--- config.mk ---
export PLATFORM = sky130hd
export DESIGN_NAME = alu_issue_stage
export DESIGN_NICKNAME = d
export VERILOG_FILES = /design/src/rtl/alu_pkg.sv /design/src/rtl/alu_op_encode.sv /design/src/rtl/alu_issue_stage.sv
export SDC_FILE = /design/constraint.sdc
export NUM_CORES = 1
export LEC_CHECK = 0
export BUFFER_PORTS_ARGS = -buffer_cell sky130_fd_sc_hd__buf_4
export CORE_AREA = 2 2 103 105
export CTS_BUF_LIST = sky130_fd_sc_hd__clkbuf_4 sky130_fd_sc_hd__clkbuf_8 sky130_fd_sc_hd__clkbuf_16
export DETAILED_ROUTE_END_ITERATION = 10
export DIE_AREA = 0 0 105 107
export GPL_TIMING_DRIVEN = 0
export PLACE_DENSITY = 0.95
export SLEW_MARGIN = 15
export SYNTH_ARGS = -nofsm -noshare
export SYNTH_HDL_FRONTEND = slang
export SYNTH_SLANG_ARGS = --single-unit
--- constraint.sdc ---
create_clock -name clk -period 3.9 [get_ports clk]
set_clock_uncertainty 0.05 [all_clocks]
set_input_delay 0.195 -clock clk [delete_from_list [all_inputs] [get_ports clk]]
set_output_delay 0.195 -clock clk [all_outputs]
set_load 0.03 [all_outputs]
--- src/rtl/alu_pkg.sv ---
// Shared ALU op codes, MIPS opcode/funct values, operand-select enums and the
// EX-stage bundle used by alu_issue_stage and alu_op_encode.
package alu_pkg;

    localparam int XLEN = 32;

    localparam logic [3:0] OP_NOP  = 4'h0;
    localparam logic [3:0] OP_ADDU = 4'h1;
    localparam logic [3:0] OP_SUBU = 4'h2;
    localparam logic [3:0] OP_LUI  = 4'h3;
    localparam logic [3:0] OP_OR   = 4'h4;
    localparam logic [3:0] OP_SLL  = 4'h5;
    localparam logic [3:0] OP_ADD  = 4'h6;
    localparam logic [3:0] OP_SUB  = 4'h7;
    localparam logic [3:0] OP_SLT  = 4'h8;
    localparam logic [3:0] OP_JAL  = 4'h9;
    localparam logic [3:0] OP_AND  = 4'hA;
    localparam logic [3:0] OP_XOR  = 4'hB;
    localparam logic [3:0] OP_SRL  = 4'hC;
    localparam logic [3:0] OP_SRA  = 4'hD;
    localparam logic [3:0] OP_NOR  = 4'hE;
    localparam logic [3:0] OP_SLTU = 4'hF;

    localparam logic [5:0] OPC_RTYPE = 6'h00;
    localparam logic [5:0] OPC_JAL   = 6'h03;
    localparam logic [5:0] OPC_BEQ   = 6'h04;
    localparam logic [5:0] OPC_BNE   = 6'h05;
    localparam logic [5:0] OPC_ADDI  = 6'h08;
    localparam logic [5:0] OPC_ADDIU = 6'h09;
    localparam logic [5:0] OPC_SLTI  = 6'h0A;
    localparam logic [5:0] OPC_SLTIU = 6'h0B;
    localparam logic [5:0] OPC_ANDI  = 6'h0C;
    localparam logic [5:0] OPC_ORI   = 6'h0D;
    localparam logic [5:0] OPC_XORI  = 6'h0E;
    localparam logic [5:0] OPC_LUI   = 6'h0F;
    localparam logic [5:0] OPC_LW    = 6'h23;
    localparam logic [5:0] OPC_SW    = 6'h2B;

    localparam logic [5:0] FN_SLL  = 6'h00;
    localparam logic [5:0] FN_SRL  = 6'h02;
    localparam logic [5:0] FN_SRA  = 6'h03;
    localparam logic [5:0] FN_SLLV = 6'h04;
    localparam logic [5:0] FN_SRLV = 6'h06;
    localparam logic [5:0] FN_SRAV = 6'h07;
    localparam logic [5:0] FN_JR   = 6'h08;
    localparam logic [5:0] FN_JALR = 6'h09;
    localparam logic [5:0] FN_ADD  = 6'h20;
    localparam logic [5:0] FN_ADDU = 6'h21;
    localparam logic [5:0] FN_SUB  = 6'h22;
    localparam logic [5:0] FN_SUBU = 6'h23;
    localparam logic [5:0] FN_AND  = 6'h24;
    localparam logic [5:0] FN_OR   = 6'h25;
    localparam logic [5:0] FN_XOR  = 6'h26;
    localparam logic [5:0] FN_NOR  = 6'h27;
    localparam logic [5:0] FN_SLT  = 6'h2A;
    localparam logic [5:0] FN_SLTU = 6'h2B;

    typedef enum logic {A_RS, A_SHAMT} a_sel_t;
    typedef enum logic [1:0] {B_RT, B_SEXT, B_ZEXT, B_PC} b_sel_t;
    typedef enum logic [1:0] {RD_RD, RD_RT, RD_RA} rd_sel_t;

    typedef struct packed {
        logic            valid;
        logic [XLEN-1:0] a;
        logic [XLEN-1:0] b;
        logic [3:0]      op;
        logic [4:0]      rd;
        logic            regwrite;
        logic            ovf_chk;
        logic            illegal;
        logic [XLEN-1:0] rt_data;
    } ex_bundle_t;

endpackage

--- src/rtl/alu_op_encode.sv ---
// Combinational MIPS decode: opcode/funct to ALU op, operand selects,
// destination select and control flags.
import alu_pkg::*;

module alu_op_encode (
    input  logic [5:0] opcode,
    input  logic [5:0] funct,
    output logic [3:0] op,
    output a_sel_t     a_sel,
    output b_sel_t     b_sel,
    output rd_sel_t    rd_sel,
    output logic       writes,
    output logic       ovf_chk,
    output logic       illegal
);

    // Decode table; writes is the raw intent before the rd==0 override.
    always_comb begin
        op      = OP_NOP;
        a_sel   = A_RS;
        b_sel   = B_RT;
        rd_sel  = RD_RD;
        writes  = 1'b0;
        ovf_chk = 1'b0;
        illegal = 1'b0;
        case (opcode)
            OPC_RTYPE: begin
                writes = 1'b1;
                case (funct)
                    FN_ADDU: op = OP_ADDU;
                    FN_SUBU: op = OP_SUBU;
                    FN_ADD:  begin op = OP_ADD; ovf_chk = 1'b1; end
                    FN_SUB:  begin op = OP_SUB; ovf_chk = 1'b1; end
                    FN_AND:  op = OP_AND;
                    FN_OR:   op = OP_OR;
                    FN_XOR:  op = OP_XOR;
                    FN_NOR:  op = OP_NOR;
                    FN_SLT:  op = OP_SLT;
                    FN_SLTU: op = OP_SLTU;
                    FN_SLL:  begin op = OP_SLL; a_sel = A_SHAMT; end
                    FN_SRL:  begin op = OP_SRL; a_sel = A_SHAMT; end
                    FN_SRA:  begin op = OP_SRA; a_sel = A_SHAMT; end
                    FN_SLLV: op = OP_SLL;
                    FN_SRLV: op = OP_SRL;
                    FN_SRAV: op = OP_SRA;
                    FN_JALR: begin op = OP_JAL; b_sel = B_PC; end
                    FN_JR:   writes = 1'b0;
                    default: begin writes = 1'b0; illegal = 1'b1; end
                endcase
            end
            OPC_ADDIU: begin op = OP_ADDU; b_sel = B_SEXT; rd_sel = RD_RT; writes = 1'b1; end
            OPC_ADDI:  begin op = OP_ADD;  b_sel = B_SEXT; rd_sel = RD_RT; writes = 1'b1; ovf_chk = 1'b1; end
            OPC_SLTI:  begin op = OP_SLT;  b_sel = B_SEXT; rd_sel = RD_RT; writes = 1'b1; end
            OPC_SLTIU: begin op = OP_SLTU; b_sel = B_SEXT; rd_sel = RD_RT; writes = 1'b1; end
            OPC_ANDI:  begin op = OP_AND;  b_sel = B_ZEXT; rd_sel = RD_RT; writes = 1'b1; end
            OPC_ORI:   begin op = OP_OR;   b_sel = B_ZEXT; rd_sel = RD_RT; writes = 1'b1; end
            OPC_XORI:  begin op = OP_XOR;  b_sel = B_ZEXT; rd_sel = RD_RT; writes = 1'b1; end
            OPC_LUI:   begin op = OP_LUI;  b_sel = B_ZEXT; rd_sel = RD_RT; writes = 1'b1; end
            OPC_LW:    begin op = OP_ADDU; b_sel = B_SEXT; rd_sel = RD_RT; writes = 1'b1; end
            OPC_SW:    begin op = OP_ADDU; b_sel = B_SEXT; rd_sel = RD_RT; end
            OPC_BEQ,
            OPC_BNE:   begin op = OP_SUBU; rd_sel = RD_RT; end
            OPC_JAL:   begin op = OP_JAL;  b_sel = B_PC; rd_sel = RD_RA; writes = 1'b1; end
            default:   begin rd_sel = RD_RT; illegal = 1'b1; end
        endcase
    end

endmodule

--- src/rtl/alu_issue_stage.sv ---
// ID/EX issue stage: decode, operand select and the registered EX bundle.
// Optional WB forwarding into rs/rt is enabled by defining ALU_ISSUE_FWD_EN.
import alu_pkg::*;

module alu_issue_stage #(
    parameter int XLEN   = 32,
    parameter int RA_REG = 31
) (
    input  logic            clk,
    input  logic            rst,
    input  logic            id_valid,
    input  logic [XLEN-1:0] instr,
    input  logic [XLEN-1:0] pc,
    input  logic [XLEN-1:0] rs_data,
    input  logic [XLEN-1:0] rt_data,
`ifdef ALU_ISSUE_FWD_EN
    input  logic            wb_fwd_en,
    input  logic [4:0]      wb_fwd_rd,
    input  logic [XLEN-1:0] wb_fwd_data,
`endif
    input  logic            stall,
    input  logic            flush,
    output logic            ex_valid,
    output logic [XLEN-1:0] ex_a,
    output logic [XLEN-1:0] ex_b,
    output logic [3:0]      ex_op,
    output logic [4:0]      ex_rd,
    output logic            ex_regwrite,
    output logic            ex_ovf_chk,
    output logic            ex_illegal,
    output logic [XLEN-1:0] ex_rt_data
);

    logic [3:0]      op_s;
    a_sel_t          a_sel_s;
    b_sel_t          b_sel_s;
    rd_sel_t         rd_sel_s;
    logic            writes_s;
    logic            ovf_chk_s;
    logic            illegal_s;
    logic [XLEN-1:0] rs_val_s;
    logic [XLEN-1:0] rt_val_s;
    logic [XLEN-1:0] a_s;
    logic [XLEN-1:0] b_s;
    logic [4:0]      rd_s;
    ex_bundle_t      next_s;
    ex_bundle_t      bundle_r;

    alu_op_encode u_encode (
        .opcode  (instr[31:26]),
        .funct   (instr[5:0]),
        .op      (op_s),
        .a_sel   (a_sel_s),
        .b_sel   (b_sel_s),
        .rd_sel  (rd_sel_s),
        .writes  (writes_s),
        .ovf_chk (ovf_chk_s),
        .illegal (illegal_s)
    );

`ifdef ALU_ISSUE_FWD_EN
    // WB bypass; $0 is never forwarded since it always reads as zero.
    always_comb begin
        if (wb_fwd_en && (wb_fwd_rd != 5'd0) && (wb_fwd_rd == instr[25:21])) begin
            rs_val_s = wb_fwd_data;
        end else begin
            rs_val_s = rs_data;
        end
        if (wb_fwd_en && (wb_fwd_rd != 5'd0) && (wb_fwd_rd == instr[20:16])) begin
            rt_val_s = wb_fwd_data;
        end else begin
            rt_val_s = rt_data;
        end
    end
`else
    assign rs_val_s = rs_data;
    assign rt_val_s = rt_data;
`endif

    // Operand and destination muxes.
    always_comb begin
        a_sel_case: case (a_sel_s)
            A_SHAMT: a_s = {27'd0, instr[10:6]};
            default: a_s = rs_val_s;
        endcase
        case (b_sel_s)
            B_SEXT:  b_s = {{16{instr[15]}}, instr[15:0]};
            B_ZEXT:  b_s = {16'd0, instr[15:0]};
            B_PC:    b_s = pc;
            default: b_s = rt_val_s;
        endcase
        case (rd_sel_s)
            RD_RT:   rd_s = instr[20:16];
            RD_RA:   rd_s = RA_REG[4:0];
            default: rd_s = instr[15:11];
        endcase
    end

    always_comb begin
        next_s.valid    = 1'b1;
        next_s.a        = a_s;
        next_s.b        = b_s;
        next_s.op       = op_s;
        next_s.rd       = rd_s;
        next_s.regwrite = writes_s && (rd_s != 5'd0);
        next_s.ovf_chk  = ovf_chk_s;
        next_s.illegal  = illegal_s;
        next_s.rt_data  = rt_val_s;
    end

    // EX register: rst > flush > stall > load; empty ID slot loads a bubble.
    always_ff @(posedge clk) begin
        if (rst) begin
            bundle_r <= '0;
        end else if (flush) begin
            bundle_r <= '0;
        end else if (stall) begin
            bundle_r <= bundle_r;
        end else if (!id_valid) begin
            bundle_r <= '0;
        end else begin
            bundle_r <= next_s;
        end
    end

    assign ex_valid    = bundle_r.valid;
    assign ex_a        = bundle_r.a;
    assign ex_b        = bundle_r.b;
    assign ex_op       = bundle_r.op;
    assign ex_rd       = bundle_r.rd;
    assign ex_regwrite = bundle_r.regwrite;
    assign ex_ovf_chk  = bundle_r.ovf_chk;
    assign ex_illegal  = bundle_r.illegal;
    assign ex_rt_data  = bundle_r.rt_data;

endmodule

Yosys cells after proc, flatten, opt, wreduce, memory -nomap -nowiden:

Index checks and enable logic that the tools add are counted.

* input bits: 133
* memories kept: 0
* register bits after elaboration: 109
* bits in latches: 0
* memory bits (writable): 0
* output and inout port bits: 109
* memory bits (read-only): 0
* logic and storage cells: 79

* shift operators: 0
* add/sub/neg operators: 0
* $lt $le $gt $ge: 0
* reductions and logical operators: 18
* equality and inequality tests: 35
* bitwise operators: 0
* div/mod/pow operators: 0
* multiplexer cells: 17
* $mul: 0

Operators with widths (number)
* two-way mux 109 bit: 1
* one-hot mux 32 bit (3 select lines): 1
* equality test 6 bit, second input constant: 12
* equality test 6 x 4 -> 1 bit, second input constant: 10
* one-hot mux 4 bit (14 select lines): 1
* one-hot mux 4 bit (11 select lines): 1
* two-way mux 32 bit: 1
* equality test 6 x 3 -> 1 bit, second input constant: 5
* equality test 6 x 2 -> 1 bit, second input constant: 3
* OR reduction 18 bit: 1
* OR reduction 17 bit: 1
* OR reduction 13 bit: 1
* zero test 6 bit: 2
* OR reduction 2 bit: 6
* one-hot mux 5 bit (2 select lines): 1
* OR reduction 10 bit: 1
* one-hot mux 2 bit (4 select lines): 1
* equality test 2 bit, second input constant: 3
* one-hot mux 1 bit (2 select lines): 3
* OR reduction 3 bit: 2
* OR reduction 6 bit: 1
* two-way mux 1 bit: 5
* nonzero test 5 bit: 1
* equality test 2 x 1 -> 1 bit, second input constant: 2
* other kinds (4): 4

Depth between registers and ports, before layout:

Gate-level depths: netlist of the first run.

* word-level depth: 7
* gate-level depth with buffers: 10

Cells and area by module:

Synthesis of the first run repeated with hierarchy kept, for this count alone.

* cell total of the unflattened synthesis: 606
* area, all modules: 5087.4 µm²

Modules (own cells, without submodules)
* alu_issue_stage: times used 1, cells an instance 527, sequential area each 2182.1 µm², area each 4600.7 µm²
* alu_op_encode: times used 1, cells an instance 79, sequential area each 0.0 µm², area each 486.7 µm²

Worst setup path before layout of the first run:

No wires, ideal clock.

* kind: in2reg
* start: in instr[29]
* end: reg bundle_r (netlist bit ex_a[11])
* stages on the path: 9
* data arrival time: 2.010 ns
* required time: 3.722 ns
* path slack: 1.712 ns
* cell sequence: buf_2 -> or4_4 -> or4b_1 -> buf_6 -> and2_4 -> buf_6 -> buf_6 -> a22oi_2 -> nor2_1

* word-level cells in the longest chain between the ends: 4

RTL lines
* from (decl): line alu_issue_stage.sv:12 `input logic [XLEN-1:0] instr,`
* zero test 6 bit: line alu_op_encode.sv:26 `case (opcode)`
* two-way mux 1 bit: line alu_op_encode.sv:26
* two-way mux 32 bit: line alu_issue_stage.sv:82 `a_sel_case: case (a_sel_s)`
* two-way mux 109 bit: line alu_issue_stage.sv:119 `end else if (!id_valid) begin`
* to (signal assigned): line alu_issue_stage.sv:118 `bundle_r <= bundle_r;`
* to (signal assigned): line alu_issue_stage.sv:122 `bundle_r <= next_s;`
* to (decl): line alu_issue_stage.sv:47 `ex_bundle_t bundle_r;`

Every way passes these cells.
A chain may end at the register's enable or synchronous reset.

Worst setup path in the final report of the first run:

* start: in instr[1]
* end: reg bundle_r (netlist bit ex_b[27])

* word-level cells in the longest chain between the ends: 6
* elaborated cells between the ends (all ways): 8
* those cells by class: eq/ne (4); mux (4)

RTL lines
* equality test 6 x 4 -> 1 bit (*): line alu_op_encode.sv:29 `case (funct)`
* two-way mux 2 bit (*): line alu_op_encode.sv:29
* one-hot mux 2 bit (4 select lines) (*): line alu_op_encode.sv:26
* equality test 2 bit or equality test 2 x 1 -> 1 bit (tied branches): line alu_issue_stage.sv:86 `case (b_sel_s)`
* one-hot mux 32 bit (3 select lines) (*): line alu_issue_stage.sv:86
* two-way mux 109 bit (*): line alu_issue_stage.sv:119

Mark *: on every way between the ends. The rest lies on a longest branch, timed or not.

==> results of run 1 <==
## placed cells by master (no fill, tap or decap), types with 3 or more instances in the layout
cell / count
sky130_fd_sc_hd__buf_4: 231
sky130_fd_sc_hd__dfxtp_1: 109
sky130_fd_sc_hd__nor2_1: 71
sky130_fd_sc_hd__nand2_1: 53
sky130_fd_sc_hd__a21oi_1: 47
sky130_fd_sc_hd__clkbuf_1: 41
sky130_fd_sc_hd__a22oi_1: 41
sky130_fd_sc_hd__a22oi_2: 20
sky130_fd_sc_hd__o221ai_1: 19
sky130_fd_sc_hd__dlygate4sd3_1: 18
sky130_fd_sc_hd__o21ai_0: 17
sky130_fd_sc_hd__a221oi_1: 14
sky130_fd_sc_hd__a211oi_1: 14
sky130_fd_sc_hd__o21a_1: 14
sky130_fd_sc_hd__nor3_1: 9
sky130_fd_sc_hd__clkbuf_8: 9
sky130_fd_sc_hd__nor2b_1: 7
sky130_fd_sc_hd__mux2i_1: 7
sky130_fd_sc_hd__inv_1: 6
sky130_fd_sc_hd__buf_2: 5
sky130_fd_sc_hd__buf_6: 5
sky130_fd_sc_hd__nand3_1: 5
sky130_fd_sc_hd__or2_2: 4
sky130_fd_sc_hd__buf_1: 4
sky130_fd_sc_hd__nand2b_1: 4
sky130_fd_sc_hd__and2_1: 4
sky130_fd_sc_hd__a31oi_1: 4
sky130_fd_sc_hd__o22ai_1: 3
sky130_fd_sc_hd__a21boi_0: 3
sky130_fd_sc_hd__a21o_1: 3
## final cells by class
| type | count | area [sq um] | share of cell area (%) |
|---|---|---|---|
| tap | 136 | 170 | 2.36 |
| clock buffer | 9 | 124 | 1.71 |
| sequential | 109 | 2180 | 30.2 |
| timing repair buffer | 249 | 1910 | 26.5 |
| multi-input combinational | 393 | 2460 | 34.0 |
| clock inverter | 7 | 101 | 1.40 |
| inverter | 6 | 22.5 | 0.312 |
| buffer | 55 | 250 | 3.46 |
## registers in the layout (all words and copies together) (netlist names)
name and flops:
ex_a 32, ex_b 32, ex_illegal 1, ex_op 4, ex_ovf_chk 1, ex_rd 5
ex_regwrite 1, ex_rt_data 32, ex_valid 1
## stage by stage
stage,std cells,hold WS (ns)
2_1_floorplan,563,0.274
3_3_place_gp,930,0.368
3_5_place_dp,930,0.376
4_1_cts,963,0.000152
5_1_grt,964,0.00694
6_report,964,0.00103
## cell families after synthesis
group | after synthesis
flip-flops | 109
buffers and inverters | 61
XOR/XNOR | 3
AND/OR/NAND/NOR | 168
multiplexers | 7
AO/OA/AOI/OAI | 215
## worst reg2reg max path: cells and delay by family (launching register included)
family / cells / cell delay (ns)
AO/OA/AOI/OAI: 2 / 0.52
flip-flops: 1 / 0.35
## layer usage
layer  vias to the layer above  part of all wire [%]  GRT usage (%)
met5                         -                     0              0
met4                         0                   4.0           13.2
met3                        71                   9.5           8.33
met2                       347                    48           53.8
met1                      2644                    39           36.8
li1                       2608                     -              -
## synthesized netlist by cell type, types with 7 or more instances
master                     number
sky130_fd_sc_hd__a21oi_1       47
sky130_fd_sc_hd__a221oi_1      14
sky130_fd_sc_hd__a22oi_2       20
sky130_fd_sc_hd__nor2_1        71
sky130_fd_sc_hd__o221ai_1      19
sky130_fd_sc_hd__nor2b_1        7
sky130_fd_sc_hd__nand2_1       53
sky130_fd_sc_hd__a211oi_1      14
sky130_fd_sc_hd__clkbuf_1      41
sky130_fd_sc_hd__dfxtp_1      109
sky130_fd_sc_hd__o21ai_0       17
sky130_fd_sc_hd__o21a_1        14
sky130_fd_sc_hd__a22oi_1       41
sky130_fd_sc_hd__nor3_1         9
sky130_fd_sc_hd__mux2i_1        7
## repair_timing
action / in CTS / in global routing
hold buffers: 17 / 1
hold endpoints to repair: 17 / 1
resized for setup: 0 / 0
## report_power, final
part | switching, mW | total (mW) | leakage [nW] | internal, mW
clock | 0.445 | 0.765 | 0.109 | 0.319
sequential | 0.0142 | 1.15 | 0.883 | 1.14
combinational | 0.244 | 0.442 | 1.98 | 0.198
total | 0.703 | 2.36 | 2.97 | 1.65
## worst max path at each step
stage | start | end | slack (ns) | cells after the start
after floorplan | instr[29] | ex_a[11]$_SDFFE_PP0N_ | 1.71 | 9
after global placement | instr[27] | ex_b[23]$_SDFFE_PP0N_ | 1.28 | 7
after detailed placement | instr[27] | ex_b[22]$_SDFFE_PP0N_ | 1.21 | 7
after CTS | instr[27] | ex_b[22]$_SDFFE_PP0N_ | 1.60 | 7
after global routing | instr[1] | ex_b[27]$_SDFFE_PP0N_ | 1.44 | 7
final | instr[1] | ex_b[27]$_SDFFE_PP0N_ | 1.59 | 7
==> run_summary.xml, run 1 <==
<?xml version="1.0" encoding="UTF-8"?>
<metrics>
  <group name="worst_setup_path">
    <metric name="crit_path_end_kind" unit="">flop</metric>
    <metric name="required" unit="ns">4.14</metric>
    <metric name="arrival" unit="ns">2.55</metric>
    <metric name="path_class" unit="">input port to flop</metric>
    <metric name="worstRegToRegCells" unit="">2</metric>
    <metric name="critical_path_peak_fanout" unit="">10</metric>
    <metric name="rr_startpoint" unit="">ex_b[20]$_SDFFE_PP0N_</metric>
    <metric name="crit_path_top_delay_cell" unit="">sky130_fd_sc_hd__a21oi_1</metric>
    <metric name="timing.critical_path.slowest_cell_delay" unit="ns">0.69</metric>
    <metric name="timing.critical_path.from_type" unit="">input port</metric>
    <metric name="critical_path.n_buffers_inverters" unit="">2</metric>
    <metric name="regToRegEndpoint" unit="">ex_b[20]$_SDFFE_PP0N_</metric>
    <metric name="crit_family" unit="">compound AO/OA/AOI/OAI gates</metric>
    <metric name="crit_chain" unit="">clkbuf_1 &gt; nand2b_1 &gt; nor3_1 &gt; a21oi_1 &gt; clkbuf_1 &gt; a221oi_1 &gt; a211oi_1</metric>
    <metric name="crit_path_frequent_cell" unit="">sky130_fd_sc_hd__clkbuf_1</metric>
    <metric name="reg2reg_slack" unit="ns">2.85</metric>
  </group>
  <group name="drt">
    <metric name="vias" unit="">5670</metric>
    <metric name="drtIter0Drc" unit="">665</metric>
    <metric name="detail_route.drc_violations" unit="">0</metric>
    <metric name="wl_per_cell" unit="um">19.1</metric>
    <metric name="routed_via_density" unit="">5.88</metric>
    <metric name="postRouteWirelength" unit="mm">18.4</metric>
    <metric name="final_antenna_net_count" unit="">0</metric>
    <metric name="detail_route.first_pass.iterations" unit="">6</metric>
  </group>
  <group name="synthesis">
    <metric name="yosys.cell_types.count" unit="">51</metric>
    <metric name="syn-cell-area" unit="sq mm">0.00491</metric>
    <metric name="synth_largest_type_area_fraction" unit="%">44.5</metric>
    <metric name="synthSimpleGateAreaFrac" unit="%">15.2</metric>
    <metric name="biggest_area_consumer_among_synthesized_cells" unit="">sky130_fd_sc_hd__dfxtp_1</metric>
    <metric name="average_instance_area_after_synthesis" unit="sq um">8.72</metric>
    <metric name="synth_edf_count" unit="">0</metric>
    <metric name="asyncSetResetFlopFracSynth" unit="%">0</metric>
    <metric name="sequential_share_of_the_synthesized_area" unit="%">44.5</metric>
    <metric name="syn-instance-count" unit="">563</metric>
    <metric name="synth_nets" unit="">696</metric>
    <metric name="synth_compound_area_share" unit="%">32.8</metric>
    <metric name="synth.top_cells.by_area" unit="">sky130_fd_sc_hd__dfxtp_1 44%, sky130_fd_sc_hd__a22oi_1 6.3%, sky130_fd_sc_hd__nor2_1 5.4%</metric>
    <metric name="ys.warnings.count" unit="">0</metric>
    <metric name="synth_xor_area_share" unit="%">0.535</metric>
    <metric name="synth_seq_cells" unit="">109</metric>
    <metric name="dominantRegCellSynth" unit="">sky130_fd_sc_hd__dfxtp_1</metric>
    <metric name="synth_fa_ha_area_share" unit="%">0</metric>
    <metric name="yosys-mux-area-fraction" unit="%">1.43</metric>
    <metric name="synth_top_family_by_area" unit="">compound AO/OA/AOI/OAI gates</metric>
  </group>
  <group name="sta">
    <metric name="postLayoutSetupSlackWorst" unit="ns">1.59</metric>
    <metric name="finalHoldViolCount" unit="">0</metric>
    <metric name="tightest_slew_margin_relative_to_the_limit" unit="%">41.1</metric>
    <metric name="worstMarginPinSlew" unit="ns">0.883</metric>
    <metric name="setup_total_negative_slack" unit="ns">0</metric>
    <metric name="unrepaired_setup_endpoints_after_global_routing" unit="">false</metric>
    <metric name="count_of_pins_over_their_slew_limit" unit="">0</metric>
    <metric name="period_needed" unit="ns">2.31</metric>
    <metric name="setup_violations" unit="">0</metric>
    <metric name="share_of_the_cycle_needed_by_the_critical_path_after_routing" unit="%">59.3</metric>
    <metric name="max_clock_freq" unit="MHz">433</metric>
  </group>
  <group name="power_and_ir_drop">
    <metric name="max-vdd-ir-drop" unit="V">0.000189</metric>
    <metric name="power.density_cell_area" unit="mW/mm^2">326</metric>
    <metric name="overall_power" unit="mW">2.36</metric>
    <metric name="leakagePower" unit="nW">2.97</metric>
  </group>
  <group name="clocking">
    <metric name="clkSlewWorstSetupHoldPaths" unit="ns">0.12</metric>
    <metric name="clock_sinks" unit="">109</metric>
    <metric name="cts.path.max_buffers" unit="">2</metric>
    <metric name="post_cts.repair.setup_buffers" unit="">0</metric>
    <metric name="tritoncts_buffer_count" unit="">9</metric>
    <metric name="cts.root.buffer_cell" unit="">sky130_fd_sc_hd__clkbuf_8</metric>
    <metric name="ctsHtreeMaxLevel" unit="">3</metric>
    <metric name="clock_tree_from_tritoncts" unit="">yes</metric>
    <metric name="clock_latency_on_the_worst_skew_pair" unit="ns">0.38</metric>
  </group>
  <group name="floorplan">
    <metric name="total_die_area" unit="sq mm">0.0112</metric>
    <metric name="dieHeight" unit="um">107</metric>
    <metric name="pin_count" unit="">242</metric>
    <metric name="die_w" unit="um">105</metric>
    <metric name="initial_utilization" unit="%">48.6</metric>
    <metric name="core_area" unit="sq mm">0.0101</metric>
    <metric name="row_count" unit="">37</metric>
  </group>
  <group name="finish">
    <metric name="final_core_utilization" unit="%">71.6</metric>
    <metric name="antennaDiodeCount" unit="">0</metric>
    <metric name="finalInstanceArea" unit="sq mm">0.00722</metric>
    <metric name="final.fill_count" unit="">790</metric>
    <metric name="finish.net_count" unit="">956</metric>
    <metric name="flow.area_growth_from_synthesis" unit="%">47.2</metric>
    <metric name="ratio_of_cells_with_drive_above_1_in_the_final_layout" unit="%">34.3</metric>
  </group>
  <group name="global_route">
    <metric name="global_route_wire_length_before_repair" unit="mm">27.8</metric>
    <metric name="grt_max_degree" unit="">22</metric>
    <metric name="gr-usage-all-layers" unit="%">31.3</metric>
    <metric name="grt_pass1_vias" unit="">5302</metric>
    <metric name="antenna_found_initial" unit="">0</metric>
    <metric name="grt-ovfl-total" unit="">0</metric>
  </group>
  <group name="place">
    <metric name="placed_cell_area" unit="sq mm">0.00681</metric>
    <metric name="place.port_buffers" unit="">231</metric>
    <metric name="post-dp-hpwl" unit="mm">13.4</metric>
    <metric name="detailedPlace.worstSlack" unit="ns">1.21</metric>
    <metric name="gp_routability_congestion" unit="">0.909</metric>
  </group>
  <group name="min_path">
    <metric name="hold_crit_endpoint" unit="">ex_rt_data[18]$_SDFFE_PP0N_</metric>
    <metric name="hold_path_startpoint" unit="">rt_data[18]</metric>
    <metric name="worst_hold_path_type" unit="">input port to flop</metric>
    <metric name="timing.hold.worst_path_depth" unit="">3</metric>
  </group>
  <group name="job">
    <metric name="max-cap-violations" unit="">0</metric>
  </group>
  <group name="status">
    <metric name="outcome" unit="">finished clean</metric>
  </group>
</metrics>
No activity file was read; power rests on OpenSTA's default activity.
==> inputs of run 2 (changes only) <==
- CORE_AREA: 2 2 103 105 -> 2 2 112 114
- DIE_AREA: 0 0 105 107 -> 0 0 114 116
- PLACE_DENSITY: 0.95 -> 0.86
- clock period: 3.9 -> 2 ns (I/O delays scaled with it)
==> run_summary.xml, run 2 (synthesis gave the netlist of run 1 again) <==
<?xml version="1.0" encoding="UTF-8"?>
<metrics>
  <group name="min_path">
    <metric name="worst_hold_path_type" unit="">input port to flop</metric>
  </group>
  <group name="drt">
    <metric name="vias" unit="">5923</metric>
    <metric name="detail_route.first_pass.iterations" unit="">6</metric>
    <metric name="drtIter0Drc" unit="">701</metric>
    <metric name="postRouteWirelength" unit="mm">20.0</metric>
    <metric name="final_antenna_net_count" unit="">0</metric>
    <metric name="routed_via_density" unit="">5.71</metric>
    <metric name="wl_per_cell" unit="um">19.3</metric>
    <metric name="detail_route.drc_violations" unit="">0</metric>
  </group>
  <group name="sta">
    <metric name="postLayoutSetupSlackWorst" unit="ns">0.0827</metric>
    <metric name="finalHoldWorstSlack" unit="ns">-0.00797</metric>
    <metric name="max_clock_freq" unit="MHz">522</metric>
    <metric name="setup_total_negative_slack" unit="ns">0</metric>
    <metric name="tightest_slew_margin_relative_to_the_limit" unit="%">52.8</metric>
    <metric name="unrepaired_setup_endpoints_after_global_routing" unit="">false</metric>
    <metric name="setup_violations" unit="">0</metric>
    <metric name="period_needed" unit="ns">1.92</metric>
    <metric name="worstMarginPinSlew" unit="ns">0.708</metric>
    <metric name="count_of_pins_over_their_slew_limit" unit="">0</metric>
    <metric name="finalHoldViolCount" unit="">1</metric>
    <metric name="share_of_the_cycle_needed_by_the_critical_path_after_routing" unit="%">95.9</metric>
  </group>
  <group name="worst_setup_path">
    <metric name="crit_path_frequent_cell" unit="">sky130_fd_sc_hd__buf_6</metric>
    <metric name="crit_path_end_kind" unit="">flop</metric>
    <metric name="path_class" unit="">input port to flop</metric>
    <metric name="crit_chain" unit="">buf_4 &gt; or4_1 &gt; or4b_1 &gt; buf_6 &gt; and2_4 &gt; buf_6 &gt; buf_8 &gt; a22oi_2 &gt; nor2_1</metric>
    <metric name="timing.critical_path.from_type" unit="">input port</metric>
    <metric name="required" unit="ns">2.17</metric>
    <metric name="critical_path_peak_fanout" unit="">10</metric>
    <metric name="timing.critical_path.slowest_cell_delay" unit="ns">0.52</metric>
    <metric name="arrival" unit="ns">2.09</metric>
    <metric name="crit_path_top_delay_cell" unit="">sky130_fd_sc_hd__or4b_1</metric>
  </group>
  <group name="finish">
    <metric name="leading_cell_type_in_the_layout_fill_and_taps_excluded" unit="">sky130_fd_sc_hd__buf_4</metric>
    <metric name="antennaDiodeCount" unit="">0</metric>
    <metric name="layout.cells.most_common_list" unit="">231 x sky130_fd_sc_hd__buf_4, 109 x sky130_fd_sc_hd__dfxtp_1, 82 x sky130_fd_sc_hd__dlygate4sd3_1</metric>
    <metric name="flow.area_growth_from_synthesis" unit="%">62.8</metric>
    <metric name="layoutNonFillerInstCount" unit="">1038</metric>
    <metric name="finish.net_count" unit="">1019</metric>
    <metric name="ratio_of_cells_with_drive_above_1_in_the_final_layout" unit="%">32.4</metric>
  </group>
  <group name="clocking">
    <metric name="clock_tree_from_tritoncts" unit="">yes</metric>
    <metric name="clock_latency_on_the_worst_skew_pair" unit="ns">0.35</metric>
    <metric name="tritoncts_buffer_count" unit="">9</metric>
    <metric name="ctsHtreeMaxLevel" unit="">3</metric>
    <metric name="clkSlewWorstSetupHoldPaths" unit="ns">0.07</metric>
    <metric name="post_cts.repair.setup_buffers" unit="">0</metric>
    <metric name="cts.path.max_buffers" unit="">2</metric>
    <metric name="cts.root.buffer_cell" unit="">sky130_fd_sc_hd__clkbuf_16</metric>
    <metric name="clock_sinks" unit="">109</metric>
  </group>
  <group name="power_and_ir_drop">
    <metric name="leakagePower" unit="nW">3.28</metric>
    <metric name="clock_power_share" unit="%">35.1</metric>
    <metric name="power.share.sequential" unit="%">45.2</metric>
    <metric name="comb_power_share" unit="%">19.8</metric>
    <metric name="switching_share" unit="%">28.3</metric>
    <metric name="power.internal" unit="mW">3.56</metric>
    <metric name="max-vdd-ir-drop" unit="V">0.000530</metric>
    <metric name="power.density_cell_area" unit="mW/mm^2">621</metric>
    <metric name="net-switching-power" unit="mW">1.40</metric>
  </group>
  <group name="global_route">
    <metric name="antenna_found_initial" unit="">0</metric>
    <metric name="global_route_wire_length_before_repair" unit="mm">30.3</metric>
    <metric name="grt-ovfl-total" unit="">0</metric>
    <metric name="grt_pass1_vias" unit="">5764</metric>
    <metric name="gr-usage-all-layers" unit="%">29.6</metric>
    <metric name="grt_max_degree" unit="">19</metric>
  </group>
  <group name="floorplan">
    <metric name="die_w" unit="um">114</metric>
    <metric name="core_area" unit="sq mm">0.0119</metric>
    <metric name="pin_count" unit="">242</metric>
    <metric name="row_count" unit="">40</metric>
    <metric name="total_die_area" unit="sq mm">0.0132</metric>
    <metric name="dieHeight" unit="um">116</metric>
    <metric name="initial_utilization" unit="%">41.2</metric>
  </group>
  <group name="place">
    <metric name="detailedPlace.worstSlack" unit="ns">-0.633</metric>
    <metric name="post-dp-hpwl" unit="mm">13.6</metric>
    <metric name="place.port_buffers" unit="">231</metric>
    <metric name="gp_routability_congestion" unit="">0.889</metric>
    <metric name="placed_cells_incl_taps" unit="">941</metric>
  </group>
  <group name="status">
    <metric name="failing_checks" unit="">hold timing</metric>
    <metric name="outcome" unit="">finished with violations</metric>
  </group>
  <group name="job">
    <metric name="max-cap-violations" unit="">0</metric>
  </group>
</metrics>
run 2: changes by cell type in the layout (fill, tap and decap cells not counted), sizes merged:
cell,change
buf,-3
bufinv,-1
clkbuf,+3
clkinvlp,+1
dlygate4sd3,+64
inv,-1
run 2: layout make-up:
class / count / area, sq um
multi-input combinational: 393 / 2490
clock buffer: 10 / 233
timing repair buffer: 313 / 2550
buffer: 54 / 279
fill: 936 / 3920
inverter: 6 / 22.5
tap: 147 / 184
sequential: 109 / 2180
clock inverter: 6 / 45.0
run 2: stage by stage:
stage	utilization, %	instance area (sq um)	power (mW)
after floorplan	-	4930	2.71
after global placement	57.5	6850	3.10
after detailed placement	57.6	6860	3.11
after CTS	66.9	7970	4.95
after global routing	67.1	7990	5.13
final	67.1	7990	4.96
run 2: layer usage:
layer	up-vias	track usage (%)	part of all wire, %
met1	2797	35.1	39
met5	-	0	0
met3	64	7.22	8.2
met4	0	14.9	3.8
li1	2733	-	-
met2	329	50.4	49
run 2: final timing paths:
check / cells after the start / from / slack (ns) / to
worst min-delay path: 3 / instr[10] / -0.008 / ex_a[4]$_SDFFE_PP0N_
worst max-delay path: 9 / instr[2] / 0.08 / ex_a[22]$_SDFFE_PP0N_
worst max register to register: 2 / ex_b[25]$_SDFFE_PP0N_ / 1.02 / ex_b[25]$_SDFFE_PP0N_
worst min register to register: 2 / ex_rd[3]$_SDFFE_PP0N_ / 0.41 / ex_rd[3]$_SDFFE_PP0N_
run 2: critical path: cells and delay by family:
kind / cells / cell delay [ns]
and+or+nand+nor: 4 / 1.26
buffers and inverters: 4 / 0.60
AOI/OAI and AO/OA: 1 / 0.13
run 2: power by group through the flow:
| stage | clock network (mW) | logic, mW | registers (mW) |
|---|---|---|---|
| after floorplan | 0 | 0.340 | 2.37 |
| after global placement | 0 | 0.811 | 2.29 |
| after detailed placement | 0 | 0.819 | 2.29 |
| after CTS | 1.76 | 0.956 | 2.24 |
| after global routing | 1.84 | 1.05 | 2.24 |
| final | 1.74 | 0.979 | 2.24 |
run 2: timing repair:
| action | CTS | global route |
|---|---|---|
| resized for setup | 2 | 7 |
| hold buffers | 83 | 0 |
| endpoints found under the setup margin | 10 | 21 |
| hold endpoints to repair | 80 | 0 |
==> inputs of run 3 (changes only) <==
- clock period: 2 -> 1.7 ns (I/O delays scaled with it)
==> run_summary.xml, run 3 (synthesis gave the netlist of run 1 again) <==
<?xml version="1.0" encoding="UTF-8"?>
<metrics>
  <group name="sta">
    <metric name="postLayoutSetupSlackWorst" unit="ns">-0.0319</metric>
    <metric name="share_of_the_cycle_needed_by_the_critical_path_after_routing" unit="%">102</metric>
    <metric name="unrepaired_setup_endpoints_after_global_routing" unit="">true</metric>
    <metric name="setup_violations" unit="">1</metric>
    <metric name="setup_total_negative_slack" unit="ns">-0.0319</metric>
    <metric name="finalHoldViolCount" unit="">0</metric>
    <metric name="tightest_slew_margin_relative_to_the_limit" unit="%">53.4</metric>
    <metric name="finalHoldWorstSlack" unit="ns">0.0220</metric>
    <metric name="worstMarginPinSlew" unit="ns">0.699</metric>
    <metric name="period_needed" unit="ns">1.73</metric>
    <metric name="max_clock_freq" unit="MHz">577</metric>
    <metric name="count_of_pins_over_their_slew_limit" unit="">0</metric>
  </group>
  <group name="worst_setup_path">
    <metric name="setup.worst_path.start" unit="">instr[26]</metric>
    <metric name="timing.critical_path.slowest_cell_delay" unit="ns">0.56</metric>
    <metric name="worst_setup_path_endpoint" unit="">ex_b[28]$_SDFFE_PP0N_</metric>
    <metric name="required" unit="ns">1.87</metric>
    <metric name="critical_path_peak_fanout" unit="">10</metric>
    <metric name="arrival" unit="ns">1.91</metric>
    <metric name="worstRegToRegCells" unit="">2</metric>
    <metric name="reg2reg_slack" unit="ns">0.67</metric>
    <metric name="crit_path_top_delay_cell" unit="">sky130_fd_sc_hd__or4_4</metric>
    <metric name="regToRegEndpoint" unit="">ex_b[28]$_SDFFE_PP0N_</metric>
    <metric name="crit_path_end_kind" unit="">flop</metric>
    <metric name="path_class" unit="">input port to flop</metric>
    <metric name="rr_startpoint" unit="">ex_b[28]$_SDFFE_PP0N_</metric>
    <metric name="crit_chain" unit="">buf_8 &gt; or4_4 &gt; nor2_2 &gt; a21oi_4 &gt; clkbuf_2 &gt; a221oi_1 &gt; a211oi_2</metric>
    <metric name="timing.critical_path.from_type" unit="">input port</metric>
  </group>
  <group name="place">
    <metric name="placed_cells_incl_taps" unit="">941</metric>
    <metric name="gp_routability_congestion" unit="">0.924</metric>
    <metric name="post-dp-hpwl" unit="mm">13.6</metric>
    <metric name="place.port_buffers" unit="">231</metric>
  </group>
  <group name="drt">
    <metric name="drtIter0Drc" unit="">570</metric>
    <metric name="postRouteWirelength" unit="mm">20.6</metric>
    <metric name="detail_route.drc_violations" unit="">0</metric>
    <metric name="vias" unit="">6032</metric>
    <metric name="wl_per_cell" unit="um">19.6</metric>
    <metric name="routed_via_density" unit="">5.74</metric>
    <metric name="final_antenna_net_count" unit="">0</metric>
    <metric name="detail_route.first_pass.iterations" unit="">5</metric>
  </group>
  <group name="floorplan">
    <metric name="die_w" unit="um">114</metric>
    <metric name="core_area" unit="sq mm">0.0119</metric>
    <metric name="dieHeight" unit="um">116</metric>
    <metric name="total_die_area" unit="sq mm">0.0132</metric>
    <metric name="initial_utilization" unit="%">41.2</metric>
    <metric name="pin_count" unit="">242</metric>
    <metric name="row_count" unit="">40</metric>
  </group>
  <group name="global_route">
    <metric name="grt-ovfl-total" unit="">0</metric>
    <metric name="grt_pass1_vias" unit="">5962</metric>
    <metric name="global_route_wire_length_before_repair" unit="mm">30.6</metric>
    <metric name="gr-usage-all-layers" unit="%">29.7</metric>
    <metric name="antenna_found_initial" unit="">0</metric>
    <metric name="grt_max_degree" unit="">19</metric>
  </group>
  <group name="power_and_ir_drop">
    <metric name="leakagePower" unit="nW">3.46</metric>
    <metric name="max-vdd-ir-drop" unit="V">0.000546</metric>
    <metric name="power.density_cell_area" unit="mW/mm^2">751</metric>
    <metric name="overall_power" unit="mW">6.27</metric>
  </group>
  <group name="finish">
    <metric name="ratio_of_cells_with_drive_above_1_in_the_final_layout" unit="%">35.6</metric>
    <metric name="layout.cells.most_common_list" unit="">234 x sky130_fd_sc_hd__buf_4, 109 x sky130_fd_sc_hd__dfxtp_1, 88 x sky130_fd_sc_hd__dlygate4sd3_1</metric>
    <metric name="flow.area_growth_from_synthesis" unit="%">70.1</metric>
    <metric name="layoutNonFillerInstCount" unit="">1051</metric>
    <metric name="antennaDiodeCount" unit="">0</metric>
    <metric name="leading_cell_type_in_the_layout_fill_and_taps_excluded" unit="">sky130_fd_sc_hd__buf_4</metric>
    <metric name="finish.net_count" unit="">1032</metric>
  </group>
  <group name="clocking">
    <metric name="cts.path.max_buffers" unit="">2</metric>
    <metric name="clkSlewWorstSetupHoldPaths" unit="ns">0.08</metric>
    <metric name="clock_sinks" unit="">109</metric>
    <metric name="clock_tree_from_tritoncts" unit="">yes</metric>
    <metric name="cts.root.buffer_cell" unit="">sky130_fd_sc_hd__clkbuf_16</metric>
    <metric name="clock_latency_on_the_worst_skew_pair" unit="ns">0.35</metric>
    <metric name="ctsHtreeMaxLevel" unit="">3</metric>
    <metric name="tritoncts_buffer_count" unit="">9</metric>
  </group>
  <group name="min_path">
    <metric name="worst_hold_path_type" unit="">input port to flop</metric>
  </group>
  <group name="job">
    <metric name="max-cap-violations" unit="">0</metric>
  </group>
  <group name="status">
    <metric name="failing_checks" unit="">setup timing</metric>
    <metric name="outcome" unit="">finished with violations</metric>
  </group>
</metrics>
==> run 3: cell count changes in the layout (fill, tap and decap cells not counted), moves of 3 or more <==
cell,delta
sky130_fd_sc_hd__clkbuf_1,-7
sky130_fd_sc_hd__dlygate4sd3_1,+6
sky130_fd_sc_hd__a22oi_2,+7
sky130_fd_sc_hd__clkbuf_2,+6
sky130_fd_sc_hd__clkbuf_4,-3
sky130_fd_sc_hd__a22oi_1,-7
sky130_fd_sc_hd__buf_4,+3
==> run 3: area by class of cell <==
cell class                 count  area (sq um)
buffer                        53           290
clock buffer                  11           253
clock inverter                 5          88.8
fill                         850          3570
inverter                       6          22.5
multi-input combinational    393          2590
sequential                   109          2180
tap                          147           184
timing repair buffer         327          2740
==> run 3: worst min-delay path by stage <==
stage	start	end	slack (ns)	cells past startpoint
2_1_floorplan	pc[16]	ex_b[16]$_SDFFE_PP0N_	0.18	2
3_3_place_gp	rs_data[31]	ex_a[31]$_SDFFE_PP0N_	0.27	3
3_5_place_dp	rs_data[31]	ex_a[31]$_SDFFE_PP0N_	0.28	3
4_1_cts	rst	ex_regwrite$_SDFFE_PP0N_	0.01	4
5_1_grt	rst	ex_regwrite$_SDFFE_PP0N_	0.05	4
6_report	rst	ex_regwrite$_SDFFE_PP0N_	0.02	4
==> run 3: critical path, delay by kind of cell <==
| family | cells | cell delay (ns) |
|---|---|---|
| buffers and inverters | 2 | 0.37 |
| and+or+nand+nor | 2 | 0.77 |
| AOI/OAI and AO/OA | 3 | 0.67 |
==> run 3: metal layers <==
layer  track usage, %  vias up  wire length (um)
met5                0        -                 0
met4             15.4        0               846
met3             7.11       79              1830
met2             50.1      384              9810
met1             35.3     2805              8080
li1                 -     2764                 -
==> run 3: what timing repair did <==
item / 4_1_cts / 5_1_grt
setup buffers: 2 / 4
setup endpoints to repair: 48 / 55
cloned: 1 / 1
resized for setup: 10 / 41
endpoints found under the hold margin: 82 / 0
pin swaps: 2 / 12
hold buffers: 88 / 0
==> run 3: through the flow <==
stage / utilization (%) / instance area [sq um] / setup WS (ns)
6_report: 70.1 / 8350 / -0.0319
5_1_grt: 70.1 / 8350 / -0.0555
4_1_cts: 68.4 / 8150 / 0.0121
3_5_place_dp: 57.7 / 6880 / -0.591
3_3_place_gp: 57.7 / 6880 / -0.542
2_1_floorplan: - / 4960 / -0.294
==> run 3: where the power goes <==
group	internal, mW	leakage [nW]	switching, mW	total, mW
logic	0.599	2.41	0.622	1.22
registers	2.60	0.883	0.0335	2.64
clock network	1.39	0.168	1.02	2.41
